`src/rtl/issue_unit_pkg.sv`:
```
// Shared widths, op-class codes and operand/CDB record types for the issue stage.
package issue_unit_pkg;
  localparam int VAL_W   = 32;
  localparam int OP_W    = 7;
  localparam int LAB_W   = 5;
  localparam int NUM_SRC = 2;

  localparam logic [2:0] OP_I_CLASS = 3'b001;

  typedef struct packed {
    logic             en;
    logic [LAB_W-1:0] lab;
    logic [VAL_W-1:0] val;
  } cdb_t;

  typedef struct packed {
    logic [LAB_W-1:0] lab;
    logic             rdy;
    logic [VAL_W-1:0] val;
  } opnd_t;

  // Label 0 means "no dependency" and must never match a broadcast.
  function automatic logic cdb_hit(cdb_t c, logic [LAB_W-1:0] lab);
    return c.en && (lab != '0) && (c.lab == lab);
  endfunction
endpackage

```
`src/rtl/issue_unit_if.sv`:
```
// Decoder-in / issue-out bundle of the issue stage.
interface issue_unit_if;
  import issue_unit_pkg::*;

  logic             dec_valid, dec_ready;
  logic [VAL_W-1:0] dec_pc, dec_imm;
  logic [OP_W-1:0]  dec_type;
  logic [4:0]       dec_rs1, dec_rs2, dec_rd;
  logic             dec_is_ls;

  logic             is_rs_en, is_lsb_en, is_rob_en;
  logic [VAL_W-1:0] is_pc, is_imm;
  logic [OP_W-1:0]  is_type;
  logic [4:0]       is_rd;
  logic [LAB_W-1:0] is_tag, is_lab1, is_lab2;
  logic             is_rdy1, is_rdy2;
  logic [VAL_W-1:0] is_res1, is_res2;
  logic             rf_rename_en;

  modport master (
    output dec_valid, dec_pc, dec_imm, dec_type, dec_rs1, dec_rs2, dec_rd, dec_is_ls,
    input  dec_ready, is_rs_en, is_lsb_en, is_rob_en, is_pc, is_imm, is_type, is_rd,
           is_tag, is_lab1, is_lab2, is_rdy1, is_rdy2, is_res1, is_res2, rf_rename_en
  );
  modport slave (
    input  dec_valid, dec_pc, dec_imm, dec_type, dec_rs1, dec_rs2, dec_rd, dec_is_ls,
    output dec_ready, is_rs_en, is_lsb_en, is_rob_en, is_pc, is_imm, is_type, is_rd,
           is_tag, is_lab1, is_lab2, is_rdy1, is_rdy2, is_res1, is_res2, rf_rename_en
  );
endinterface

```
`src/rtl/issue_unit_operand_resolve.sv`:
```
// One source operand: capture priority at accept, CDB snoop while held, issue-cycle bypass.
module issue_unit_operand_resolve
  import issue_unit_pkg::*;
(
  input  logic             clk,
  input  logic             clr,
  input  logic             cap,
  input  logic             snoop,
  input  logic             byp_en,
  input  logic [4:0]       rs,
  input  logic             use_imm,
  input  logic [VAL_W-1:0] imm,
  input  logic             ren_hit,
  input  logic [LAB_W-1:0] new_tag,
  input  logic [LAB_W-1:0] rf_lab,
  input  logic [VAL_W-1:0] rf_val,
  input  logic             rob_rdy,
  input  logic [VAL_W-1:0] rob_val,
  input  cdb_t             cdb_rs,
  input  cdb_t             cdb_lsb,
  output opnd_t            opnd
);
  opnd_t held, cap_d, wake;

  always_comb begin
    cap_d = '0;
    if (use_imm) begin
      cap_d.rdy = 1'b1;
      cap_d.val = imm;
    end else if (rs == '0) begin
      cap_d.rdy = 1'b1;
    end else if (ren_hit) begin
      // producer is issuing this very cycle; the RF label is stale
      cap_d.lab = new_tag;
    end else if (rf_lab == '0) begin
      cap_d.rdy = 1'b1;
      cap_d.val = rf_val;
    end else if (rob_rdy) begin
      cap_d.rdy = 1'b1;
      cap_d.val = rob_val;
    end else if (cdb_hit(cdb_rs, rf_lab)) begin
      cap_d.rdy = 1'b1;
      cap_d.val = cdb_rs.val;
    end else if (cdb_hit(cdb_lsb, rf_lab)) begin
      cap_d.rdy = 1'b1;
      cap_d.val = cdb_lsb.val;
    end else begin
      cap_d.lab = rf_lab;
    end
  end

  always_comb begin
    wake = held;
    if (!held.rdy) begin
      if (cdb_hit(cdb_rs, held.lab))       wake = '{lab: '0, rdy: 1'b1, val: cdb_rs.val};
      else if (cdb_hit(cdb_lsb, held.lab)) wake = '{lab: '0, rdy: 1'b1, val: cdb_lsb.val};
    end
  end

  always_ff @(posedge clk) begin
    if (clr)        held <= '0;
    else if (cap)   held <= cap_d;
    else if (snoop) held <= wake;
  end

  assign opnd = byp_en ? wake : held;
endmodule

```
`src/rtl/issue_unit.sv`:
```
// Single-entry issue stage: holds one decoded instruction until ROB and target station have room.
module issue_unit
  import issue_unit_pkg::*;
(
  input  logic             clk,
  input  logic             rst_in,
  input  logic             rdy_in,
  input  logic             flush,
  issue_unit_if.slave      bus,
  output logic [4:0]       rf_rs1,
  output logic [4:0]       rf_rs2,
  input  logic [LAB_W-1:0] rf_lab1,
  input  logic [LAB_W-1:0] rf_lab2,
  input  logic [VAL_W-1:0] rf_val1,
  input  logic [VAL_W-1:0] rf_val2,
  output logic [LAB_W-1:0] rob_q1,
  output logic [LAB_W-1:0] rob_q2,
  input  logic             rob_rdy1,
  input  logic             rob_rdy2,
  input  logic [VAL_W-1:0] rob_val1,
  input  logic [VAL_W-1:0] rob_val2,
  input  logic             rob_full,
  input  logic [LAB_W-1:0] rob_new_tag,
  input  logic             rs_full,
  input  logic             lsb_full,
  input  logic             rs_cdb_en,
  input  logic [LAB_W-1:0] rs_cdb_lab,
  input  logic [VAL_W-1:0] rs_cdb_val,
  input  logic             lsb_cdb_en,
  input  logic [LAB_W-1:0] lsb_cdb_lab,
  input  logic [VAL_W-1:0] lsb_cdb_val
);
  logic             hold_valid, is_ls_h;
  logic [VAL_W-1:0] pc_h, imm_h;
  logic [OP_W-1:0]  type_h;
  logic [4:0]       rd_h;
  logic             go, clr, fire, accept, snoop, imm_op;

  logic  [NUM_SRC-1:0][4:0]       src_rs;
  logic  [NUM_SRC-1:0][LAB_W-1:0] src_lab;
  logic  [NUM_SRC-1:0][VAL_W-1:0] src_rf_val, src_rob_val;
  logic  [NUM_SRC-1:0]            src_rob_rdy;
  opnd_t [NUM_SRC-1:0]            src_op;
  cdb_t                           rs_cdb, lsb_cdb;

  // Flush and reset both dominate any fire in the same cycle.
  assign go     = rdy_in && !flush && !rst_in;
  assign clr    = rst_in || (rdy_in && flush);
  assign fire   = hold_valid && go && !rob_full && (is_ls_h ? !lsb_full : !rs_full);
  assign snoop  = hold_valid && rdy_in && !fire;
  assign accept = bus.dec_valid && bus.dec_ready;
  assign imm_op = bus.dec_type[OP_W-1 -: 3] == OP_I_CLASS;

  assign bus.dec_ready    = go && (!hold_valid || fire);
  assign bus.is_rob_en    = fire;
  assign bus.is_rs_en     = fire && !is_ls_h;
  assign bus.is_lsb_en    = fire && is_ls_h;
  assign bus.rf_rename_en = fire && (rd_h != '0);
  assign bus.is_tag       = hold_valid ? rob_new_tag : '0;
  assign bus.is_pc        = pc_h;
  assign bus.is_imm       = imm_h;
  assign bus.is_type      = type_h;
  assign bus.is_rd        = rd_h;

  assign rf_rs1 = bus.dec_rs1;
  assign rf_rs2 = bus.dec_rs2;
  assign rob_q1 = rf_lab1;
  assign rob_q2 = rf_lab2;

  assign src_rs      = {bus.dec_rs2, bus.dec_rs1};
  assign src_lab     = {rf_lab2, rf_lab1};
  assign src_rf_val  = {rf_val2, rf_val1};
  assign src_rob_rdy = {rob_rdy2, rob_rdy1};
  assign src_rob_val = {rob_val2, rob_val1};
  assign rs_cdb      = '{en: rs_cdb_en, lab: rs_cdb_lab, val: rs_cdb_val};
  assign lsb_cdb     = '{en: lsb_cdb_en, lab: lsb_cdb_lab, val: lsb_cdb_val};

  for (genvar i = 0; i < NUM_SRC; i++) begin : g_src
    issue_unit_operand_resolve u_opr (
      .clk     (clk),
      .clr     (clr),
      .cap     (accept),
      .snoop   (snoop),
      .byp_en  (rdy_in),
      .rs      (src_rs[i]),
      .use_imm ((i == 1) && imm_op),
      .imm     (bus.dec_imm),
      .ren_hit (fire && (rd_h != '0) && (src_rs[i] == rd_h)),
      .new_tag (rob_new_tag),
      .rf_lab  (src_lab[i]),
      .rf_val  (src_rf_val[i]),
      .rob_rdy (src_rob_rdy[i]),
      .rob_val (src_rob_val[i]),
      .cdb_rs  (rs_cdb),
      .cdb_lsb (lsb_cdb),
      .opnd    (src_op[i])
    );
  end

  assign bus.is_lab1 = src_op[0].lab;
  assign bus.is_rdy1 = src_op[0].rdy;
  assign bus.is_res1 = src_op[0].val;
  assign bus.is_lab2 = src_op[1].lab;
  assign bus.is_rdy2 = src_op[1].rdy;
  assign bus.is_res2 = src_op[1].val;

  always_ff @(posedge clk) begin
    if (clr) begin
      hold_valid <= 1'b0;
      is_ls_h    <= 1'b0;
      pc_h       <= '0;
      imm_h      <= '0;
      type_h     <= '0;
      rd_h       <= '0;
    end else if (accept) begin
      hold_valid <= 1'b1;
      is_ls_h    <= bus.dec_is_ls;
      pc_h       <= bus.dec_pc;
      imm_h      <= bus.dec_imm;
      type_h     <= bus.dec_type;
      rd_h       <= bus.dec_rd;
    end else if (fire) begin
      hold_valid <= 1'b0;
    end
  end
endmodule

```
`src/flat_wrapper.sv`:
```
// flat-port wrapper written by rule: the top's interface ports become plain ports
module issue_unit_flat import issue_unit_pkg::*;
  (clk, rst_in, rdy_in, flush, rf_rs1, rf_rs2, rf_lab1, rf_lab2, rf_val1, rf_val2, rob_q1, rob_q2, rob_rdy1, rob_rdy2, rob_val1, rob_val2, rob_full, rob_new_tag, rs_full, lsb_full, rs_cdb_en, rs_cdb_lab, rs_cdb_val, lsb_cdb_en, lsb_cdb_lab, lsb_cdb_val, bus_dec_valid, bus_dec_pc, bus_dec_imm, bus_dec_type, bus_dec_rs1, bus_dec_rs2, bus_dec_rd, bus_dec_is_ls, bus_dec_ready, bus_is_rs_en, bus_is_lsb_en, bus_is_rob_en, bus_is_pc, bus_is_imm, bus_is_type, bus_is_rd, bus_is_tag, bus_is_lab1, bus_is_lab2, bus_is_rdy1, bus_is_rdy2, bus_is_res1, bus_is_res2, bus_rf_rename_en);
  issue_unit_if bus_i ();
  input  logic clk;
  input  logic rst_in;
  input  logic rdy_in;
  input  logic flush;
  output logic [4:0] rf_rs1;
  output logic [4:0] rf_rs2;
  input  logic [LAB_W-1:0] rf_lab1;
  input  logic [LAB_W-1:0] rf_lab2;
  input  logic [VAL_W-1:0] rf_val1;
  input  logic [VAL_W-1:0] rf_val2;
  output logic [LAB_W-1:0] rob_q1;
  output logic [LAB_W-1:0] rob_q2;
  input  logic rob_rdy1;
  input  logic rob_rdy2;
  input  logic [VAL_W-1:0] rob_val1;
  input  logic [VAL_W-1:0] rob_val2;
  input  logic rob_full;
  input  logic [LAB_W-1:0] rob_new_tag;
  input  logic rs_full;
  input  logic lsb_full;
  input  logic rs_cdb_en;
  input  logic [LAB_W-1:0] rs_cdb_lab;
  input  logic [VAL_W-1:0] rs_cdb_val;
  input  logic lsb_cdb_en;
  input  logic [LAB_W-1:0] lsb_cdb_lab;
  input  logic [VAL_W-1:0] lsb_cdb_val;
  input wire logic [$bits(bus_i.dec_valid)-1:0] bus_dec_valid;
  input wire logic [$bits(bus_i.dec_pc)-1:0] bus_dec_pc;
  input wire logic [$bits(bus_i.dec_imm)-1:0] bus_dec_imm;
  input wire logic [$bits(bus_i.dec_type)-1:0] bus_dec_type;
  input wire logic [$bits(bus_i.dec_rs1)-1:0] bus_dec_rs1;
  input wire logic [$bits(bus_i.dec_rs2)-1:0] bus_dec_rs2;
  input wire logic [$bits(bus_i.dec_rd)-1:0] bus_dec_rd;
  input wire logic [$bits(bus_i.dec_is_ls)-1:0] bus_dec_is_ls;
  output wire logic [$bits(bus_i.dec_ready)-1:0] bus_dec_ready;
  output wire logic [$bits(bus_i.is_rs_en)-1:0] bus_is_rs_en;
  output wire logic [$bits(bus_i.is_lsb_en)-1:0] bus_is_lsb_en;
  output wire logic [$bits(bus_i.is_rob_en)-1:0] bus_is_rob_en;
  output wire logic [$bits(bus_i.is_pc)-1:0] bus_is_pc;
  output wire logic [$bits(bus_i.is_imm)-1:0] bus_is_imm;
  output wire logic [$bits(bus_i.is_type)-1:0] bus_is_type;
  output wire logic [$bits(bus_i.is_rd)-1:0] bus_is_rd;
  output wire logic [$bits(bus_i.is_tag)-1:0] bus_is_tag;
  output wire logic [$bits(bus_i.is_lab1)-1:0] bus_is_lab1;
  output wire logic [$bits(bus_i.is_lab2)-1:0] bus_is_lab2;
  output wire logic [$bits(bus_i.is_rdy1)-1:0] bus_is_rdy1;
  output wire logic [$bits(bus_i.is_rdy2)-1:0] bus_is_rdy2;
  output wire logic [$bits(bus_i.is_res1)-1:0] bus_is_res1;
  output wire logic [$bits(bus_i.is_res2)-1:0] bus_is_res2;
  output wire logic [$bits(bus_i.rf_rename_en)-1:0] bus_rf_rename_en;
  assign bus_i.dec_valid = bus_dec_valid;
  assign bus_i.dec_pc = bus_dec_pc;
  assign bus_i.dec_imm = bus_dec_imm;
  assign bus_i.dec_type = bus_dec_type;
  assign bus_i.dec_rs1 = bus_dec_rs1;
  assign bus_i.dec_rs2 = bus_dec_rs2;
  assign bus_i.dec_rd = bus_dec_rd;
  assign bus_i.dec_is_ls = bus_dec_is_ls;
  assign bus_dec_ready = bus_i.dec_ready;
  assign bus_is_rs_en = bus_i.is_rs_en;
  assign bus_is_lsb_en = bus_i.is_lsb_en;
  assign bus_is_rob_en = bus_i.is_rob_en;
  assign bus_is_pc = bus_i.is_pc;
  assign bus_is_imm = bus_i.is_imm;
  assign bus_is_type = bus_i.is_type;
  assign bus_is_rd = bus_i.is_rd;
  assign bus_is_tag = bus_i.is_tag;
  assign bus_is_lab1 = bus_i.is_lab1;
  assign bus_is_lab2 = bus_i.is_lab2;
  assign bus_is_rdy1 = bus_i.is_rdy1;
  assign bus_is_rdy2 = bus_i.is_rdy2;
  assign bus_is_res1 = bus_i.is_res1;
  assign bus_is_res2 = bus_i.is_res2;
  assign bus_rf_rename_en = bus_i.rf_rename_en;
  issue_unit u_core (.clk(clk), .rst_in(rst_in), .rdy_in(rdy_in), .flush(flush), .bus(bus_i), .rf_rs1(rf_rs1), .rf_rs2(rf_rs2), .rf_lab1(rf_lab1), .rf_lab2(rf_lab2), .rf_val1(rf_val1), .rf_val2(rf_val2), .rob_q1(rob_q1), .rob_q2(rob_q2), .rob_rdy1(rob_rdy1), .rob_rdy2(rob_rdy2), .rob_val1(rob_val1), .rob_val2(rob_val2), .rob_full(rob_full), .rob_new_tag(rob_new_tag), .rs_full(rs_full), .lsb_full(lsb_full), .rs_cdb_en(rs_cdb_en), .rs_cdb_lab(rs_cdb_lab), .rs_cdb_val(rs_cdb_val), .lsb_cdb_en(lsb_cdb_en), .lsb_cdb_lab(lsb_cdb_lab), .lsb_cdb_val(lsb_cdb_val));
endmodule
```
`config.mk`:
```
export PLATFORM = sky130hd
export DESIGN_NAME = issue_unit_flat
export DESIGN_NICKNAME = d
export VERILOG_FILES = /design/src/rtl/issue_unit_pkg.sv /design/src/rtl/issue_unit_if.sv /design/src/rtl/issue_unit_operand_resolve.sv /design/src/rtl/issue_unit.sv /design/src/flat_wrapper.sv
export SDC_FILE = /design/constraint.sdc
export NUM_CORES = 1
export LEC_CHECK = 0
export BUFFER_PORTS_ARGS = -buffer_cell sky130_fd_sc_hd__buf_2
export CORE_AREA = 2 2 196 198
export DETAILED_ROUTE_END_ITERATION = 6
export DIE_AREA = 0 0 198 200
export PLACE_DENSITY = 0.66
export SETUP_SLACK_MARGIN = 0.05
export SYNTH_ARGS = -nofsm -noshare
export SYNTH_HDL_FRONTEND = slang
export SYNTH_SLANG_ARGS = --single-unit
```
`constraint.sdc`:
```
create_clock -name clk -period 2.75 [get_ports clk]
set_input_delay 0.55 -clock clk [delete_from_list [all_inputs] [get_ports clk]]
set_output_delay 0.55 -clock clk [all_outputs]
set_load 0.02 [all_outputs]
```
# Yosys cells after proc, flatten, opt, wreduce, memory -nomap -nowiden
# Cells that the tools add are included.
[totals] word_cells=119 reg_bits=154
[classes] reduce_logical=52 n_mux=44 n_eq_ne=11
[ops] op="2-to-1 mux 38 bit" count=12
[ops] op="2-to-1 mux 33 bit" count=11
[ops] op="2-to-1 mux 5 bit" count=14
[ops] op="2-to-1 mux 32 bit" count=2
[ops] op="equality test 5 bit" count=10
[ops] op="logical AND 1 bit" count=31
[ops] op="nonzero test 5 bit" count=5
[ops] op="zero test 5 bit" count=4
[ops] op="zero test 1 bit" count=8
[ops] op="2-to-1 mux 1 bit" count=5
[ops] op="nonzero test 2 bit" count=2
[ops] op="equality test 3 x 1 -> 1 bit (second input constant)" count=1
[ops] op="logical OR 1 bit" count=2

# Depth between registers and ports, before layout
# Gate-level depths: netlist (run 1).
[depth] word_depth=12 depth_mapped=11 mapped_depth_nobuf=8

# By module
# A second synthesis (run 1) with hierarchy kept.
[hier_totals] cells_unflattened=1589 hier_area_um2=12318.1
[by_module_without_submodules] module="issue_unit_operand_resolve" n_inst=2 area_each_um2=4479.3 seq_area_each_um2=760.7 cells_per_inst=588
[by_module_without_submodules] module="issue_unit" n_inst=1 area_each_um2=3359.5 seq_area_each_um2=1561.5 cells_per_inst=413

# Worst setup path after synthesis (run 1)
# Ideal clock, no wire load.
[synth_timing] kind="input to output" startpoint="in rs_cdb_lab[2]" endpoint="out bus_is_res2[11]" slack_ps=-345 arrival_ps=2545 n_path_buf=4 stages=10 path_cell_list="clkbuf_1 xnor2_1 nand2_1 or4_1 buf_2 nand2_1 buf_2 buf_2 o22ai_1 a21oi_1"
[synth_between] elab_chain_len=5
[synth_lines] element="from (decl)" line="flat_wrapper.sv:26" text="input logic [LAB_W-1:0] rs_cdb_lab;"
[synth_lines] element="equality test 5 bit" line="issue_unit_pkg.sv:24" text="return c.en && (lab != '0) && (c.lab == lab);"
[synth_lines] element="logical AND 1 bit" line="issue_unit_pkg.sv:24"
[synth_lines] element="2-to-1 mux 38 bit" line="issue_unit_operand_resolve.sv:55" text="if (cdb_hit(cdb_rs, held.lab)) wake = '{lab: '0, rdy: 1'b1, val: cdb_rs.val};"
[synth_lines] element="2-to-1 mux 38 bit" line="issue_unit_operand_resolve.sv:54" text="if (!held.rdy) begin"
[synth_lines] element="2-to-1 mux 38 bit" line="issue_unit_operand_resolve.sv:66" text="assign opnd = byp_en ? wake : held;"
[synth_lines] element="to (decl)" line="flat_wrapper.sv:53" text="output wire logic [$bits(bus_i.is_res2)-1:0] bus_is_res2;"
# No other way between the ends.

# Final worst setup path (run 1)
[layout_timing] startpoint="reg u_core.g_src[1].u_opr.held[35] (netlist bit)" endpoint="out bus_is_res2[13]"
[layout_between] elab_chain_len=7 elab_cells_between_ends=11
[layout_lines] element="from (decl)" line="issue_unit_operand_resolve.sv:23" text="opnd_t held, cap_d, wake;"
[layout_lines] element="from (signal assigned)" line="issue_unit_operand_resolve.sv:62" text="else if (cap) held <= cap_d;"
[layout_lines] element="from (signal assigned)" line="issue_unit_operand_resolve.sv:63" text="else if (snoop) held <= wake;"
[layout_lines] element="nonzero test 5 bit" line="issue_unit_pkg.sv:24"
[layout_lines] element="logical AND 1 bit (2 in series)" line="issue_unit_pkg.sv:24"
[layout_lines] element="2-to-1 mux 38 bit" line="issue_unit_operand_resolve.sv:56" text="else if (cdb_hit(cdb_lsb, held.lab)) wake = '{lab: '0, rdy: 1'b1, val: cdb_lsb.val};"
[layout_lines] element="2-to-1 mux 38 bit (*)" line="issue_unit_operand_resolve.sv:55"
[layout_lines] element="2-to-1 mux 38 bit (*)" line="issue_unit_operand_resolve.sv:54"
[layout_lines] element="2-to-1 mux 38 bit (*)" line="issue_unit_operand_resolve.sv:66"
# Mark *: on every way between the ends. The rest lies on a longest branch, timed or not.

==> results of run 1 <==
final timing paths:
check,end
min,u_core.bus.is_pc[14]$_SDFFE_PP0N_
max,bus_is_res2[13]
max reg2reg,u_core.g_src[0].u_opr.held[4]$_SDFFE_PP0P_
min reg2reg,u_core.bus.is_pc[11]$_SDFFE_PP0N_
critical path: stages (launching register included):
cell and delay [ps]:
dfxtp_2 320, or4_4 540, nor2_4 140, nor3_2 60, buf_4 150, or2_4 240
and2_4 190, buf_12 150, buf_12 130, o32a_1 190, buf_6 150
report_power, final:
group | internal, W | switching [W] | total, W | leakage, nW
registers | 0.00227 | 0.0000342 | 0.00230 | 1.25
clock network | 0.00139 | 0.00117 | 0.00257 | 0.299
logic | 0.000537 | 0.000764 | 0.00130 | 5.31
total | 0.00420 | 0.00197 | 0.00617 | 6.86
state kept, by name, indices dropped and copies added (netlist names):
name / flops
u_core.bus.is_rd: 5
u_core.bus.is_pc: 32
u_core.is_ls_h: 1
u_core.hold_valid: 1
u_core.bus.is_type: 7
u_core.bus.is_imm: 32
u_core.g_src.u_opr.held: 76
logic make-up (layout without fill, tap and decap cells):
| logic type | after synthesis | after routing | share of synthesized area (%) |
|---|---|---|---|
| buffers and inverters | 174 | 688 | 7.52 |
| AOI/OAI and AO/OA | 593 | 593 | 38.6 |
| muxes | 1 | 1 | 0.107 |
| xor gates and xnor gates | 50 | 50 | 4.16 |
| DFF | 154 | 154 | 29.3 |
| and+or+nand+nor | 425 | 425 | 20.3 |
| other | 0 | 2 | 0 |
cells in the final DEF, fill, tap and decap left out, types with 23 or more instances in the layout:
| master | n |
|---|---|
| buf_6 | 67 |
| a22oi_1 | 51 |
| nor2_4 | 44 |
| buf_4 | 114 |
| o22ai_1 | 42 |
| xnor2_1 | 23 |
| a21oi_2 | 41 |
| a21oi_1 | 124 |
| buf_12 | 30 |
| a31oi_1 | 27 |
| dfxtp_1 | 144 |
| a221oi_1 | 44 |
| buf_2 | 424 |
| o221ai_1 | 31 |
| nand2_1 | 173 |
| o32ai_1 | 29 |
| clkbuf_16 | 23 |
| a21o_1 | 35 |
| nand3b_1 | 64 |
| o21ai_0 | 65 |
layer usage:
layer	vias to the layer above	track usage, %	share of wire, %
met3	96	5.73	8.3
met2	786	42.4	46
met1	6707	36.6	43
li1	6292	-	-
met5	-	0	0
met4	0	8.47	2.7
synthesized netlist by cell type, types with 27 or more instances:
| cell | instances | area (um^2) |
|---|---|---|
| xnor2_1 | 30 | 263 |
| nor2_1 | 72 | 270 |
| nand2_1 | 176 | 661 |
| dfxtp_1 | 154 | 3080 |
| a21o_1 | 36 | 270 |
| clkbuf_1 | 105 | 394 |
| a22oi_1 | 55 | 413 |
| o21ai_0 | 66 | 330 |
| o22ai_1 | 43 | 269 |
| o221ai_1 | 31 | 272 |
| a21oi_1 | 168 | 841 |
| nand3b_1 | 64 | 480 |
| a221oi_1 | 44 | 385 |
| a31oi_1 | 27 | 169 |
| o32ai_1 | 32 | 280 |
per-stage QoR:
step / cells / cell area, um^2 / TNS, ps / total power [W]
floorplan: 1397 / 10800 / 0 / 0.00286
global placement: 2357 / 14300 / -14220 / 0.00349
detailed placement: 2357 / 14300 / -15070 / 0.00350
CTS: 2416 / 16000 / -32500 / 0.00614
global route: 2423 / 16500 / -36880 / 0.00640
finish: 2424 / 16500 / -30240 / 0.00617
final cells by class:
cell class	count	area, um^2
diodes	2	5.00
clock buffers	17	425
clock inverters	15	194
fillers	3731	20900
inverters	8	30.0
multi-input cells	1069	7490
flip-flops and latches	154	3110
well taps	511	639
repair buffers	648	4660
what timing repair did:
action / in CTS / in global routing
endpoints found under the setup margin: 77 / 114
cloned: 7 / 8
endpoints found under the hold margin: 0 / 0
resized for setup: 234 / 81
buffers inserted: 21 / 7
pin swaps: 63 / 23
==> impl_metrics.toml, run 1 <==
[logic_synthesis]
synthCells = 1397
synth_edf_count = 0
avgSynthCellArea_um2 = 7.53
synthArstFlopShare_pct = 0
netlist_area_um2 = 10500
yosysWarnings = 0
synthDistinctLibCells = 56
syn-num-nets = 1713
synth-seq-cells = 154
ys.flop_type = "dfxtp_1"
synth-seq-area-share_pct = 29.3

[sta]
period_share_pct = 119
tightestPinTransition_ps = 785
finalSetupViolCount = 76
slew_violations = 0
fin_crit_ps = 3260
clock.fmax_ghz = 0.306
clock_skew_ps = 11.4
rsz0062_at_grt = "true"
slew_headroom_pct = 47.7
whs_ps = 339
hold_viol = 0
setup_slack_ps = -514

[detailed_routing]
first_pass_iters = 6
wl_mm = 57.2
drtIter0Drc = 1296
vias_per_cell = 5.73
drc = 0
via_count = 13900
drtAntennaViolNets = 0
wl_per_cell_um = 23.6

[finish]
finalNetCount = 2214
final_util_pct = 44.2
syn_to_final_growth_pct = 57.3
drive_above_1_share_pct = 44.2

[power]
p_leak_nw = 6.86
powerDensity_nw_per_um2 = 373
ir_drop_mv = 0.413

[worst_setup_path]
critPathKind = "reg -> out"
reg2reg_from = "u_core.g_src[0].u_opr.held[33]$_SDFFE_PP0P_"
r2r_slack_ps = 20
reg2reg_depth = 12
critical_path_required_ps = 2200
startpoint = "u_core.g_src[1].u_opr.held[35]$_SDFFE_PP0P_"
cp-start-kind = "flop"
worstPathMaxFanout = 8
cp.arrival_ps = 2710
cp-end-kind = "output port"

[placement]
dp_hpwl_mm = 41.6
place_ws_ps = -398
gp_congestion = 0.948
io_buffer_count = 497

[floorplan]
die_area_um2 = 39600
die_h_um = 200
std_cell_rows = 71
core-area_um2 = 37400
start_util_pct = 28.1
die_x_um = 198
num_io_pins = 498

[global_routing]
grt_usage_pct = 26.9
grt_pass1_vias = 12800
overflow = 0
grt_max_degree = 78
antenna_found_initial = 1
grt_pass1_wl_mm = 79.2

[clock_network]
clk_pin_slew_worst_paths_ps = 80
cts_hold_buf = 0
clock_latency_ps = 450
clock_sinks = 154
cts_root_buffer = "clkbuf_16"
cts_inserted_buffers = 17
clockBufferDepth = 2
h-tree-depth = 4
cts_tree = "built"

[outcome]
status = "finished, violations left"
failed_checks = "negative setup slack"

[hold_path]
hp-start = "bus_dec_pc[14]"
hold_depth = 3
hp-class = "in -> reg"

[job]
cap_violations = 0
(Power assumes the default switching activity.)
==> run 2, diff against run 1 <==
--- a/config.mk
+++ b/config.mk
@@ -5,11 +5,12 @@
 export SDC_FILE = /design/constraint.sdc
 export NUM_CORES = 1
 export LEC_CHECK = 0
+export ABC_AREA = 1
 export BUFFER_PORTS_ARGS = -buffer_cell sky130_fd_sc_hd__buf_2
-export CORE_AREA = 2 2 196 198
+export CORE_AREA = 2 2 192 194
 export DETAILED_ROUTE_END_ITERATION = 6
-export DIE_AREA = 0 0 198 200
-export PLACE_DENSITY = 0.66
+export DIE_AREA = 0 0 194 196
+export PLACE_DENSITY = 0.77
 export SETUP_SLACK_MARGIN = 0.05
 export SYNTH_ARGS = -nofsm -noshare
 export SYNTH_HDL_FRONTEND = slang
==> impl_metrics.toml, run 2 <==
[global_routing]
antenna_found_initial = 21
grt_max_degree = 90
grt_usage_pct = 31.7
overflow = 0
grt_pass1_wl_mm = 95.0
grt_pass1_vias = 16400

[sta]
rsz0062_at_grt = "true"
slew_headroom_pct = 49.3
slew_violations = 0
fin_crit_ps = 2900
tightestPinTransition_ps = 761
period_share_pct = 105
finalSetupViolCount = 73
hold_viol = 0
clock.fmax_ghz = 0.345
clock_skew_ps = 14.1
setup_slack_ps = -146
tns_ps = -5050

[floorplan]
std_cell_rows = 70
die_x_um = 194
num_io_pins = 498
die_area_um2 = 38000
die_h_um = 196
core-area_um2 = 36100
start_util_pct = 37.7

[power]
powerDensity_nw_per_um2 = 337
ir_drop_mv = 0.427
power.total_w = 0.00663
p_leak_nw = 10.4

[detailed_routing]
first_pass_iters = 6
wl_per_cell_um = 18.7
drtAntennaViolNets = 0
via_count = 19100
vias_per_cell = 5.38
wl_mm = 66.5
drtIter0Drc = 2529
drc = 0

[clock_network]
cts_root_buffer = "clkbuf_16"
clk_pin_slew_worst_paths_ps = 80
clock_sinks = 154
clock_latency_ps = 460
h-tree-depth = 4
cts_tree = "built"
clockBufferDepth = 2
cts_inserted_buffers = 17
cts_hold_buf = 0

[hold_path]
hp-class = "in -> reg"

[placement]
gp_congestion = 1.01
placed_area_um2 = 16800
io_buffer_count = 497
dp_hpwl_mm = 45.5
place_ws_ps = -66.5

[logic_synthesis]
synth-seq-cells = 154
synth-seq-area-share_pct = 22.6
synthCells = 2572
netlist.area_leader.share_pct = 22.6
netlist_area_um2 = 13600
yosysWarnings = 0
synthArstFlopShare_pct = 0
yosysMostFrequentCell = "nand2_1"
synth_edf_count = 0
netlist_top_cells_area = "dfxtp_1, nand2_1, nand3_1"
syn-num-nets = 2888
avgSynthCellArea_um2 = 5.30
synth_commonest_cells = "nand2_1, nor2_1, nand3_1, inv_1, o21ai_0"
synthDistinctLibCells = 34
yosysTopAreaCell = "dfxtp_1"
ys.flop_type = "dfxtp_1"

[finish]
drive_above_1_share_pct = 30.0
multi_input_area_um2 = 9520
largest_register_ffs = 76
mostFrequentLayoutCell = "nand2_1"
top_register = "u_core.g_src.u_opr.held"
n_fill_cell = 3702
finalNetCount = 3372
final_util_pct = 54.5
fin_area_um2 = 19700
syn_to_final_growth_pct = 44.5
mostFrequentLayoutCells = "nand2_1, buf_2, nor2_1"
seqCellArea_um2 = 3110

[worst_setup_path]
cp-start-kind = "flop"
cp.arrival_ps = 2350
critPathKind = "reg -> out"
worstPathMaxFanout = 5
cp-end-kind = "output port"
critical_path_required_ps = 2200

[outcome]
failed_checks = "negative setup slack"
status = "finished, violations left"

[job]
cap_violations = 0
run 2: changes by cell type after synthesis, moves of 63 or more:
cell      delta
nor2_1     +300
nand3_1    +328
inv_1      +274
nand3b_1    -63
o21ai_0     +96
nand2_1    +579
run 2: path summary, 6_finish.rpt:
path | start | to | slack, ps | depth (start not counted)
max | u_core.g_src[0].u_opr.held[36]$_SDFFE_PP0P_ | bus_is_res1[14] | -150 | 12
max reg2reg | u_core.g_src[0].u_opr.held[36]$_SDFFE_PP0P_ | u_core.g_src[0].u_opr.held[14]$_SDFFE_PP0P_ | -140 | 23
min reg2reg | u_core.bus.is_imm[25]$_SDFFE_PP0N_ | u_core.bus.is_imm[25]$_SDFFE_PP0N_ | 460 | 2
min | bus_dec_pc[29] | u_core.bus.is_pc[29]$_SDFFE_PP0N_ | 340 | 3
run 2: through the flow:
step / instances / hold WS (ps)
final: 3554 / 338
after global routing: 3553 / 341
after CTS: 3506 / 321
after detailed placement: 3431 / 456
after global placement: 3431 / 448
after floorplan: 2572 / 474
run 2: area by class of cell:
cell class / instances / share of cell area (%)
antenna: 17 / 0.216
sequential: 154 / 15.8
inverter: 290 / 5.61
clock inverter: 15 / 1.15
clock buffer: 17 / 2.16
multi-input combinational: 1934 / 48.4
timing repair buffer: 659 / 23.7
tap: 468 / 2.98
run 2: logic make-up (layout without fill, tap and decap cells):
kind of cell / Yosys count / after routing / synth area share [%]
flip-flops: 154 / 154 / 22.6
AND/OR/NAND/NOR: 1507 / 1508 / 45.4
other: 0 / 17 / 0
AO/OA/AOI/OAI: 413 / 413 / 16.4
buffers and inverters: 485 / 981 / 14.7
XOR/XNOR: 13 / 13 / 0.836
run 2: worst max-delay path, stage by stage (launching register included):
cell	delay (ps)
dfxtp_2	350
buf_6	130
a21oi_4	110
nand3_2	120
nor2_4	240
nand2_4	130
buf_12	170
buf_12	140
nand2_4	50
nand3_2	70
nand2_2	70
a31oi_1	100
buf_4	200
run 2: timing repair:
action / 4_1_cts / 5_1_grt
setup buffers: 39 / 25
endpoints found under the hold margin: 0 / 0
gates cloned: 4 / 12
gates resized for setup: 168 / 277
pin swaps: 29 / 64
setup endpoints to repair: 75 / 78
run 2: power by group:
| group | switching (W) | total, W | leakage, nW | internal [W] |
|---|---|---|---|---|
| sequential | 0.0000377 | 0.00231 | 1.25 | 0.00227 |
| combinational | 0.00102 | 0.00160 | 8.80 | 0.000578 |
| clock | 0.00123 | 0.00272 | 0.315 | 0.00149 |
run 2: routing by layer:
layer / routed length [um] / track usage (%) / part of all wire [%] / vias up
met3: 7030 / 6.77 / 11 / 219
met2: 29200 / 47.6 / 44 / 1203
li1: - / - / - / 9144
met5: 39 / 0 / 0.059 / -
met4: 3410 / 14.6 / 5.1 / 8
met1: 26800 / 43.3 / 40 / 8531
==> run 3, diff against run 2 <==
--- a/config.mk
+++ b/config.mk
@@ -12,6 +12,7 @@
 export DIE_AREA = 0 0 194 196
 export PLACE_DENSITY = 0.77
 export SETUP_SLACK_MARGIN = 0.05
+export SKIP_LAST_GASP = 1
 export SYNTH_ARGS = -nofsm -noshare
 export SYNTH_HDL_FRONTEND = slang
 export SYNTH_SLANG_ARGS = --single-unit
==> impl_metrics.toml, run 3 (synthesis gave the netlist of run 2 again) <==
[floorplan]
std_cell_rows = 70
die_x_um = 194
num_io_pins = 498
die_h_um = 196
die_area_um2 = 38000
start_util_pct = 37.7
core-area_um2 = 36100

[global_routing]
overflow = 0
grt_max_degree = 90
grt_pass1_wl_mm = 94.8
grt_pass1_vias = 16400
grt_usage_pct = 31.6
antenna_found_initial = 21

[sta]
hold_viol = 0
slew_headroom_pct = 49.4
setup_slack_ps = -205
clock_skew_ps = 11.2
whs_ps = 342
fin_crit_ps = 2950
clock.fmax_ghz = 0.338
rsz0062_at_grt = "true"
finalSetupViolCount = 69
slew_violations = 0
tightestPinTransition_ps = 759
period_share_pct = 107

[finish]
drive_above_1_share_pct = 30.1
n_fill_cell = 3631
syn_to_final_growth_pct = 45.8
top_register = "u_core.g_src.u_opr.held"
finalNetCount = 3381
seqCellArea_um2 = 3110
final_util_pct = 55.1
mostFrequentLayoutCells = "nand2_1, buf_2, nor2_1"
multi_input_area_um2 = 9610
final_cells = 3564
mostFrequentLayoutCell = "nand2_1"
largest_register_ffs = 76

[power]
ir_drop_mv = 0.424
clock_power_share_pct = 40.8
power.share.switching_pct = 34.6
internal_power_w = 0.00435
p_switching_w = 0.00230
powerDensity_nw_per_um2 = 335
combPwrFrac_pct = 24.5
p_leak_nw = 10.5
power_frac_seq_pct = 34.7
power.total_w = 0.00665

[worst_setup_path]
worstPathMaxFanout = 7
critPathKind = "reg -> out"
critical_path_required_ps = 2200
cp-start-kind = "flop"
r2r_slack_ps = -150
cp-end-kind = "output port"
cp.arrival_ps = 2400

[outcome]
status = "finished, violations left"
failed_checks = "design-rule violations, negative setup slack"

[clock_network]
h-tree-depth = 4
clock_latency_ps = 460
clock_sinks = 154
cts_inserted_buffers = 17
clk_pin_slew_worst_paths_ps = 80
cts_root_buffer = "clkbuf_16"
clockBufferDepth = 2
cts_tree = "built"

[hold_path]
hp-class = "in -> reg"

[detailed_routing]
via_count = 19400
drc = 4
drtIter0Drc = 2503
vias_per_cell = 5.43
first_pass_iters = 7
drtAntennaViolNets = 0
wl_per_cell_um = 18.9
wl_mm = 67.2

[placement]
dp_hpwl_mm = 45.5
io_buffer_count = 497
placed_cells = 3431
gp_congestion = 1.01

[job]
cap_violations = 0
run 3: changes by cell type in the layout (fill, tap and decap cells not counted), moves of 11 or more:
| cell | before | now |
|---|---|---|
| o21ai_0 | 98 | 110 |
| buf_4 | 109 | 128 |
| nand2_1 | 677 | 690 |
| nand3_1 | 323 | 311 |
| nand2_2 | 61 | 50 |
| buf_6 | 63 | 47 |
run 3: area by class of cell:
type | count | area share, %
well taps | 468 | 2.95
flip-flops and latches | 154 | 15.6
inverters | 290 | 5.52
repair buffers | 668 | 24.0
clock buffers | 17 | 2.14
diodes | 18 | 0.227
multi-input cells | 1934 | 48.4
clock inverters | 15 | 1.14
run 3: worst paths after layout:
check,start,end,cells past startpoint
worst max-delay path,u_core.g_src[0].u_opr.held[36]$_SDFFE_PP0P_,bus_is_res1[20],12
worst min register to register,u_core.bus.is_imm[25]$_SDFFE_PP0N_,u_core.bus.is_imm[25]$_SDFFE_PP0N_,2
worst max register to register,u_core.g_src[0].u_opr.held[36]$_SDFFE_PP0P_,u_core.g_src[0].u_opr.held[12]$_SDFFE_PP0P_,22
worst min-delay path,bus_dec_pc[29],u_core.bus.is_pc[29]$_SDFFE_PP0N_,3
run 3: per-stage QoR:
| stage | instance area [um^2] | setup TNS (ps) | setup slack, ps |
|---|---|---|---|
| floorplan | 13600 | 0 | 363 |
| global placement | 16800 | -54.9 | -52.9 |
| detailed placement | 16800 | -256 | -66.5 |
| CTS | 18300 | -5740 | -134 |
| global route | 19900 | -13390 | -302 |
| finish | 19900 | -6880 | -205 |
run 3: power groups by stage:
stage / clock network, W / registers [W] / logic, W
floorplan: 0 / 0.00238 / 0.000742
global placement: 0 / 0.00236 / 0.00143
detailed placement: 0 / 0.00236 / 0.00143
CTS: 0.00274 / 0.00231 / 0.00148
global route: 0.00285 / 0.00231 / 0.00175
finish: 0.00272 / 0.00231 / 0.00163
run 3: what timing repair did:
item	4_1_cts	5_1_grt
setup buffers	39	32
hold buffers	0	0
cloned	4	16
pin swaps	26	99
endpoints found under the setup margin	75	78
resized for setup	146	270
endpoints found under the hold margin	0	0
run 3: critical path, cell delays in order, from the launching register on:
cell	delay, ps
dfxtp_2	360
inv_2	70
buf_6	120
nand2_2	40
o211ai_1	100
nor2_2	190
nand2_4	170
clkbuf_16	220
buf_12	150
nand3_2	60
nand2_2	80
a31oi_4	240
buf_6	150
run 3: per-layer routing:
metal / global-route usage, % / up-vias / routed length [um]
li1: - / 9164 / -
met1: 43.1 / 8573 / 26500
met2: 47.7 / 1349 / 29400
met3: 6.70 / 266 / 7300
met4: 14.4 / 8 / 3930
met5: 0 / - / 39
